===== config.mk =====
export PLATFORM = sky130hd
export DESIGN_NAME = square_extractor_iter_flat
export DESIGN_NICKNAME = d
export VERILOG_FILES = /design/src/rtl/square_extractor_iter_if.sv /design/src/rtl/square_extractor_iter.sv /design/src/flat_wrapper.sv
export SDC_FILE = /design/constraint.sdc
export NUM_CORES = 1
export LEC_CHECK = 0
export BUFFER_PORTS_ARGS = -buffer_cell sky130_fd_sc_hd__clkbuf_2
export CORE_ASPECT_RATIO = 1.1
export CORE_MARGIN = 8
export CORE_UTILIZATION = 25
export CTS_CLUSTER_SIZE = 30
export DETAILED_ROUTE_END_ITERATION = 10
export GPL_TIMING_DRIVEN = 0
export SLEW_MARGIN = 10
export SYNTH_ARGS = -nofsm -noshare
export SYNTH_HDL_FRONTEND = slang
export SYNTH_SLANG_ARGS = --single-unit

===== constraint.sdc =====
create_clock -name clk -period 2.85 [get_ports clk]
set_input_delay 0.855 -clock clk [delete_from_list [all_inputs] [get_ports clk]]
set_output_delay 0.855 -clock clk [all_outputs]
set_load 0.05 [all_outputs]

===== src/rtl/square_extractor_iter_if.sv =====
// Operand/result bundle for the iterative square-root extractor.
// The driver (master) supplies the radicand; the extractor (slave) returns
// the root, the remainder and, when SQUARE_EXTRACTOR_DONE_EN is defined,
// a one-cycle done strobe.
interface square_extractor_iter_if #(
  parameter int WIDTH = 4
);
  logic [2*WIDTH-1:0] radicand;
  logic [WIDTH-1:0]   dout;
  logic [2*WIDTH-1:0] remainder;
`ifdef SQUARE_EXTRACTOR_DONE_EN
  logic               done;

  modport master (output radicand, input dout, input remainder, input done);
  modport slave  (input radicand, output dout, output remainder, output done);
`else
  modport master (output radicand, input dout, input remainder);
  modport slave  (input radicand, output dout, output remainder);
`endif
endinterface


===== src/rtl/square_extractor_iter.sv =====
// Free-running sequential integer square root.
// Every WIDTH+1 cycles the radicand is sampled (LOAD) and one root bit is
// resolved per cycle, MSB first (CALC). dout/remainder update together on
// the last CALC edge and are held for the rest of the period.
// Optional feature macro: SQUARE_EXTRACTOR_DONE_EN adds a done strobe that
// is high for exactly the cycle following each result update.
module square_extractor_iter #(
  parameter int WIDTH = 4
) (
  input logic                     clk,
  input logic                     rst,
  square_extractor_iter_if.slave  bus
);

  // Partial remainder needs two guard bits beyond the root width.
  localparam int RW = WIDTH + 2;
  localparam int CW = (WIDTH > 1) ? $clog2(WIDTH) : 1;

  typedef enum logic {
    LOAD = 1'b0,
    CALC = 1'b1
  } state_t;

  state_t             state;
  state_t             state_next;

  logic [2*WIDTH-1:0] x_reg;
  logic [WIDTH-1:0]   root_reg;
  logic [RW-1:0]      rem_reg;
  logic [CW-1:0]      cnt;

  logic [2*WIDTH-1:0] x_shift;
  logic [1:0]         pair;
  logic [RW-1:0]      r_val;
  logic [RW-1:0]      t_val;
  logic               ge;
  logic [RW-1:0]      rem_next;
  logic [WIDTH-1:0]   root_next;
  logic               last_step;

  logic [WIDTH-1:0]   dout_reg;
  logic [2*WIDTH-1:0] rem_out_reg;

  // State register: LOAD/CALC sequencing.
  always_ff @(posedge clk or posedge rst) begin
    if (rst) begin
      state <= LOAD;
    end else begin
      state <= state_next;
    end
  end

  // Next-state decode and the single restoring-square-root step.
  always_comb begin
    state_next = state;
    x_shift    = x_reg >> {cnt, 1'b0};
    pair       = x_shift[1:0];
    r_val      = {rem_reg[RW-3:0], pair};
    t_val      = {root_reg, 2'b01};
    ge         = (r_val >= t_val);
    rem_next   = ge ? (r_val - t_val) : r_val;
    root_next  = (root_reg << 1) | WIDTH'(ge);
    last_step  = (state == CALC) && (cnt == '0);
    case (state)
      LOAD:    state_next = CALC;
      CALC:    if (cnt == '0) state_next = LOAD;
      default: state_next = LOAD;
    endcase
  end

  // Datapath: sample the operand, iterate, and publish on the last step.
  always_ff @(posedge clk or posedge rst) begin
    if (rst) begin
      x_reg       <= '0;
      root_reg    <= '0;
      rem_reg     <= '0;
      cnt         <= '0;
      dout_reg    <= '0;
      rem_out_reg <= '0;
    end else begin
      case (state)
        LOAD: begin
          x_reg    <= bus.radicand;
          root_reg <= '0;
          rem_reg  <= '0;
          cnt      <= CW'(WIDTH - 1);
        end
        CALC: begin
          root_reg <= root_next;
          rem_reg  <= rem_next;
          if (cnt == '0) begin
            dout_reg    <= root_next;
            rem_out_reg <= (2*WIDTH)'(rem_next);
          end else begin
            cnt <= cnt - 1'b1;
          end
        end
        default: ;
      endcase
    end
  end

  assign bus.dout      = dout_reg;
  assign bus.remainder = rem_out_reg;

`ifdef SQUARE_EXTRACTOR_DONE_EN
  logic done_reg;

  // Strobe registered alongside the result so it marks the fresh value.
  always_ff @(posedge clk or posedge rst) begin
    if (rst) begin
      done_reg <= 1'b0;
    end else begin
      done_reg <= last_step;
    end
  end

  assign bus.done = done_reg;
`else
  logic unused_last_step;
  assign unused_last_step = last_step;
`endif

endmodule


===== src/flat_wrapper.sv =====
// flat-port wrapper written by rule: the top's interface ports become plain ports
module square_extractor_iter_flat 
#(
  parameter int WIDTH = 4
)
  (clk, rst, bus_radicand, bus_dout, bus_remainder);
  square_extractor_iter_if #(.WIDTH(WIDTH)) bus_i ();
  input logic clk;
  input logic rst;
  input wire logic [$bits(bus_i.radicand)-1:0] bus_radicand;
  output wire logic [$bits(bus_i.dout)-1:0] bus_dout;
  output wire logic [$bits(bus_i.remainder)-1:0] bus_remainder;
  assign bus_i.radicand = bus_radicand;
  assign bus_dout = bus_i.dout;
  assign bus_remainder = bus_i.remainder;
  square_extractor_iter #(.WIDTH(WIDTH)) u_core (.clk(clk), .rst(rst), .bus(bus_i));
endmodule

# [After elaboration in Yosys (flattened, before gate mapping)]
# Cells that the tools add are included.
[classes] n_addsub=2 magnitude_cmp=1 n_eq_ne=1 n_shift=1 muxes=7 bitwise=2 n_reduce_logical=2
[op_table] operator="$pmux W4 S2" count=2
[op_table] operator="$shr A8 B3 Y2" count=1
[op_table] operator="$ge A6 B6 Y1" count=1
[op_table] operator="$mux W6" count=1
[op_table] operator="$sub A6 B6 Y6" count=1
[op_table] operator="$or A4 B1 Y4" count=1
[op_table] operator="$pmux W2 S2" count=1
[op_table] operator="$logic_not A2 Y1" count=1
[op_table] operator="$mux W2" count=1
[op_table] operator="$ne A2 B2 Y1 const B" count=1
[op_table] operator="$pmux W1 S2" count=1
[op_table] operator="$reduce_and A2 Y1" count=1
[op_table] operator="$sub A2 B1 Y2 const B" count=1
[op_table] operator="$mux W1" count=1
[op_table] operator="$not A1 Y1" count=1
[totals] regBits=29 input_bits=10 elab_cells=23

# [Depth between registers and ports, before layout]
[depth] word_depth=4 ltp_mapped=9 mapped_depth_nobuf=8

# [Least setup slack after synthesis]
# OpenSTA, ideal clock, no wires.
[synth_timing] path_kind="flip-flop to flip-flop" startpoint="reg u_core.cnt[0]" endpoint="reg u_core.rem_out_reg[3] (netlist: u_core.bus.remainder[3])" arrival_time_ps=2296 required_ps=2728 path_slack_ps=433 stages_incl_launch_ff=10 synth_period_minus_slack_ps=2417 path_cell_list="dfrtp_1 mux4_2 inv_1 ha_1 nor2b_1 o31a_1 o22ai_2 buf_4 nor3_1 a2111oi_1"
[synth_via] elab_chain_len=3
[synth_lines] item="from (decl)" line_no="square_extractor_iter.sv:30" source="logic [CW-1:0] cnt;"
[synth_lines] item="from (signal assigned)" line_no="square_extractor_iter.sv:86" source="cnt <= CW'(WIDTH - 1);"
[synth_lines] item="from (signal assigned)" line_no="square_extractor_iter.sv:95" source="cnt <= cnt - 1'b1;"
[synth_lines] item="$shr A8 B3 Y2" line_no="square_extractor_iter.sv:56" source="x_shift = x_reg >> {cnt, 1'b0};"
[synth_lines] item="$sub A6 B6 Y6 / $ge A6 B6 Y1 (equally long branches)" line_no="square_extractor_iter.sv:61, square_extractor_iter.sv:60"
[synth_lines] item="$mux W6" line_no="square_extractor_iter.sv:61" source="rem_next = ge ? (r_val - t_val) : r_val;"
[synth_lines] item="to (signal assigned)" line_no="square_extractor_iter.sv:93" source="rem_out_reg <= (2*WIDTH)'(rem_next);"
[synth_lines] item="to (decl)" line_no="square_extractor_iter.sv:42" source="logic [2*WIDTH-1:0] rem_out_reg;"
# Several ways; a longest one is shown, not always the timed one.
# A chain may end at the register's enable or synchronous reset.

# [Final worst setup path]
# Same ends and word-level chain as after synthesis.

==> run metrics <==
status=completed; DRT iter0 DRCs=78; GP Congestion=0.751; setup TNS=0 ps; vias after detailed routing=985; vias in the first global route=1063; fmax=0.379 GHz; CTS H-tree depth=2; Synth Instances=128; max reg flops=8; flop-to-flop setup slack=210 ps; Starting Density=0.261; Seq cells post-synth=29; CTS Buf Count=5; Final Cycle Share=0.925; first-pass GRT wire length=5.00 mm; hold buffer count at CTS=0; Synth Area in Compound Gates=0.125; Main synth FF type=dfrtp_1; unrepaired setup endpoints after global routing=false; total track usage=0.0787; Final Hold Violating Endpoints=0; layout cell share with drive strength beyond 1=0.284; reg-to-reg endpoint=u_core.bus.remainder[3]$_DFFE_PP0P_; Cells on Worst Hold Path=2; CTS max path bufs=2; Max VDD drop=273 uV; largest family of logic cells by synthesized area=multiplexers; HP Start=u_core.bus.dout[3]$_DFFE_PP0P_; DRC Markers=0; die area=0.00828 sq mm; Sinks on Clock Net=29; post-DR wirelength/cell=12.2 um; post-synthesis sequential area ratio=0.516; FF-to-FF path depth=9; worst reg2reg path startpoint=u_core.cnt[0]$_DFFE_PP0N_; Post-CTS Setup Bufs=0; cell type with the largest total area after synthesis=dfrtp_1; IO Count=22; nature of the critical path startpoint=flop; Netlist cell types=31; min Tclk post-route=2640 ps; Worst Hold End=u_core.bus.dout[3]$_DFFE_PP0P_; chip width=87.5 um; Synth top area share=0.516; critical path class=flop to flop; clock-pin transition on the worst setup and hold timing paths=60 ps; Pre-Repair DR Iteration Count=4; EDFF count, synth=0; ANT cells=0; mux share of post-synthesis cell area=0.133; XOR/XNOR Fraction of Synth Area=0.0187; Hold Path Class=flop to flop; relative max-transition margin=0.593; post-layout net count=172; number of routed nets with antenna violations=0; worst-path fanout max=10; post-synthesis adder-cell area fraction=0.0623; initial antenna violation count=0; GRT overflow=0; CP Capture Type=flop; Post-CTS Resized=0; most common cell in the netlist=dfrtp_1; clk_lat worst skew=270 ps; die extent in y=94.7 um; Post-Route WL=2.81 mm; total power=1.78 mW; pwr/cell area=1050 mW/mm^2; root buf cell=clkbuf_8; Max Cap Viol=0; Hold WS=473 ps; Post-DP HPWL=2.08 mm; Avg Cell Area, Syn=11.0 sq um; final setup fails=0; leak pwr=0.794 nW; Setup Skew=2.09 ps; core area=0.00540 sq mm; filler cell count=594; Worst Path Arrival=2780 ps; via/cell ratio=4.28; synth warn=0; Slew @ Worst Pin=609 ps; Layout Area Growth over Synthesis=20.7%; commonest cells in the netlist=dfrtp_1, nand2_1, inv_1; Critical Path RT=3000 ps; Pins Over Slew Limit=0; CTS tree=done; footprint of the multi-input gates=617 sq um; largest net degree at the start of global routing=30; asr flop ratio synth=1.00; FF+latch area=727 sq um; Rows=28; synthesized cell area=0.00141 sq mm; simple-gate share of the synthesized area=0.0890; IO Port Bufs=19; leading post-synthesis cells by cell area=dfrtp_1, mux2_2, ha_1
==> layout by cell type (no fill, tap or decap), types with 2 or more instances in the layout <==
cell type | synthesis | routed
mux2i_1 | 3 | 3
a21o_1 | 2 | 2
clkbuf_1 | 2 | 3
o21a_1 | 2 | 2
ha_1 | 7 | 7
mux4_2 | 2 | 2
dfrtp_1 | 29 | 28
clkbuf_2 | 0 | 19
o21ai_0 | 8 | 8
conb_1 | 1 | 2
clkbuf_8 | 0 | 6
inv_1 | 11 | 10
nor2_1 | 10 | 10
o21ai_1 | 4 | 4
a21oi_1 | 3 | 3
xnor2_1 | 2 | 2
buf_4 | 3 | 2
mux2_2 | 10 | 10
nand2_1 | 15 | 15
==> area by class of cell <==
class,count,share of cell area
Multi-Input combinational cell,83,0.363
Sequential cell,29,0.428
Inverter,11,0.0243
Timing Repair Buffer,19,0.0560
Buffer,6,0.0221
Clock buffer,7,0.0508
Tap cell,75,0.0553
==> cell families after synthesis <==
| family | count (synthesis) |
|---|---|
| other | 1 |
| AO/OA/AOI/OAI | 26 |
| multiplexers | 15 |
| buffers and inverters | 17 |
| AND/OR/NAND/NOR | 30 |
| adder cells (fa/ha/maj) | 7 |
| XOR/XNOR | 3 |
| flip-flops | 29 |
==> through the flow <==
stage          instance area [sq um]  utilization  std cells  worst slack, ps
2_1_floorplan                   1410            -        129              433
3_3_place_gp                    1600        0.296        223              116
3_5_place_dp                    1600        0.296        223             67.0
4_1_cts                         1690        0.312        230             42.9
5_1_grt                         1700        0.315        230             8.74
6_report                        1700        0.315        230              215
==> layer usage <==
| metal | vias to the layer above | global-route usage | share of wire |
|---|---|---|---|
| li1 | 486 | - | - |
| met1 | 465 | 0.0844 | 0.45 |
| met2 | 26 | 0.130 | 0.47 |
| met3 | 8 | 0.0287 | 0.056 |
| met4 | 0 | 0.0473 | 0.023 |
| met5 | - | 0 | 0 |
==> power by group <==
part	leakage, nW	internal (mW)	switching, mW
sequential	0.336	0.523	0.0495
clock	0.0443	0.191	0.144
combinational	0.414	0.323	0.554
==> worst max-delay path by stage <==
stage | cells past startpoint | endpoint | from | slack, ps
6_report | 9 | u_core.bus.remainder[3]$_DFFE_PP0P_ | u_core.cnt[0]$_DFFE_PP0N_ | 210
5_1_grt | 9 | u_core.bus.remainder[3]$_DFFE_PP0P_ | u_core.cnt[0]$_DFFE_PP0N_ | 9
4_1_cts | 9 | u_core.bus.remainder[3]$_DFFE_PP0P_ | u_core.cnt[0]$_DFFE_PP0N_ | 40
3_5_place_dp | 9 | u_core.bus.remainder[3]$_DFFE_PP0P_ | u_core.cnt[0]$_DFFE_PP0N_ | 70
3_3_place_gp | 9 | u_core.bus.remainder[3]$_DFFE_PP0P_ | u_core.cnt[0]$_DFFE_PP0N_ | 120
2_1_floorplan | 9 | u_core.bus.remainder[3]$_DFFE_PP0P_ | u_core.cnt[0]$_DFFE_PP0N_ | 430
==> critical path: stages, from the launching register on <==
cell and delay (ps):
dfrtp_2 420, mux4_2 570, inv_1 120, ha_1 190
nor2b_1 60, o31a_1 290, o22ai_4 210, buf_6 190
nor3_1 60, a2111oi_1 380
Power figures use the tool's default switching activity.
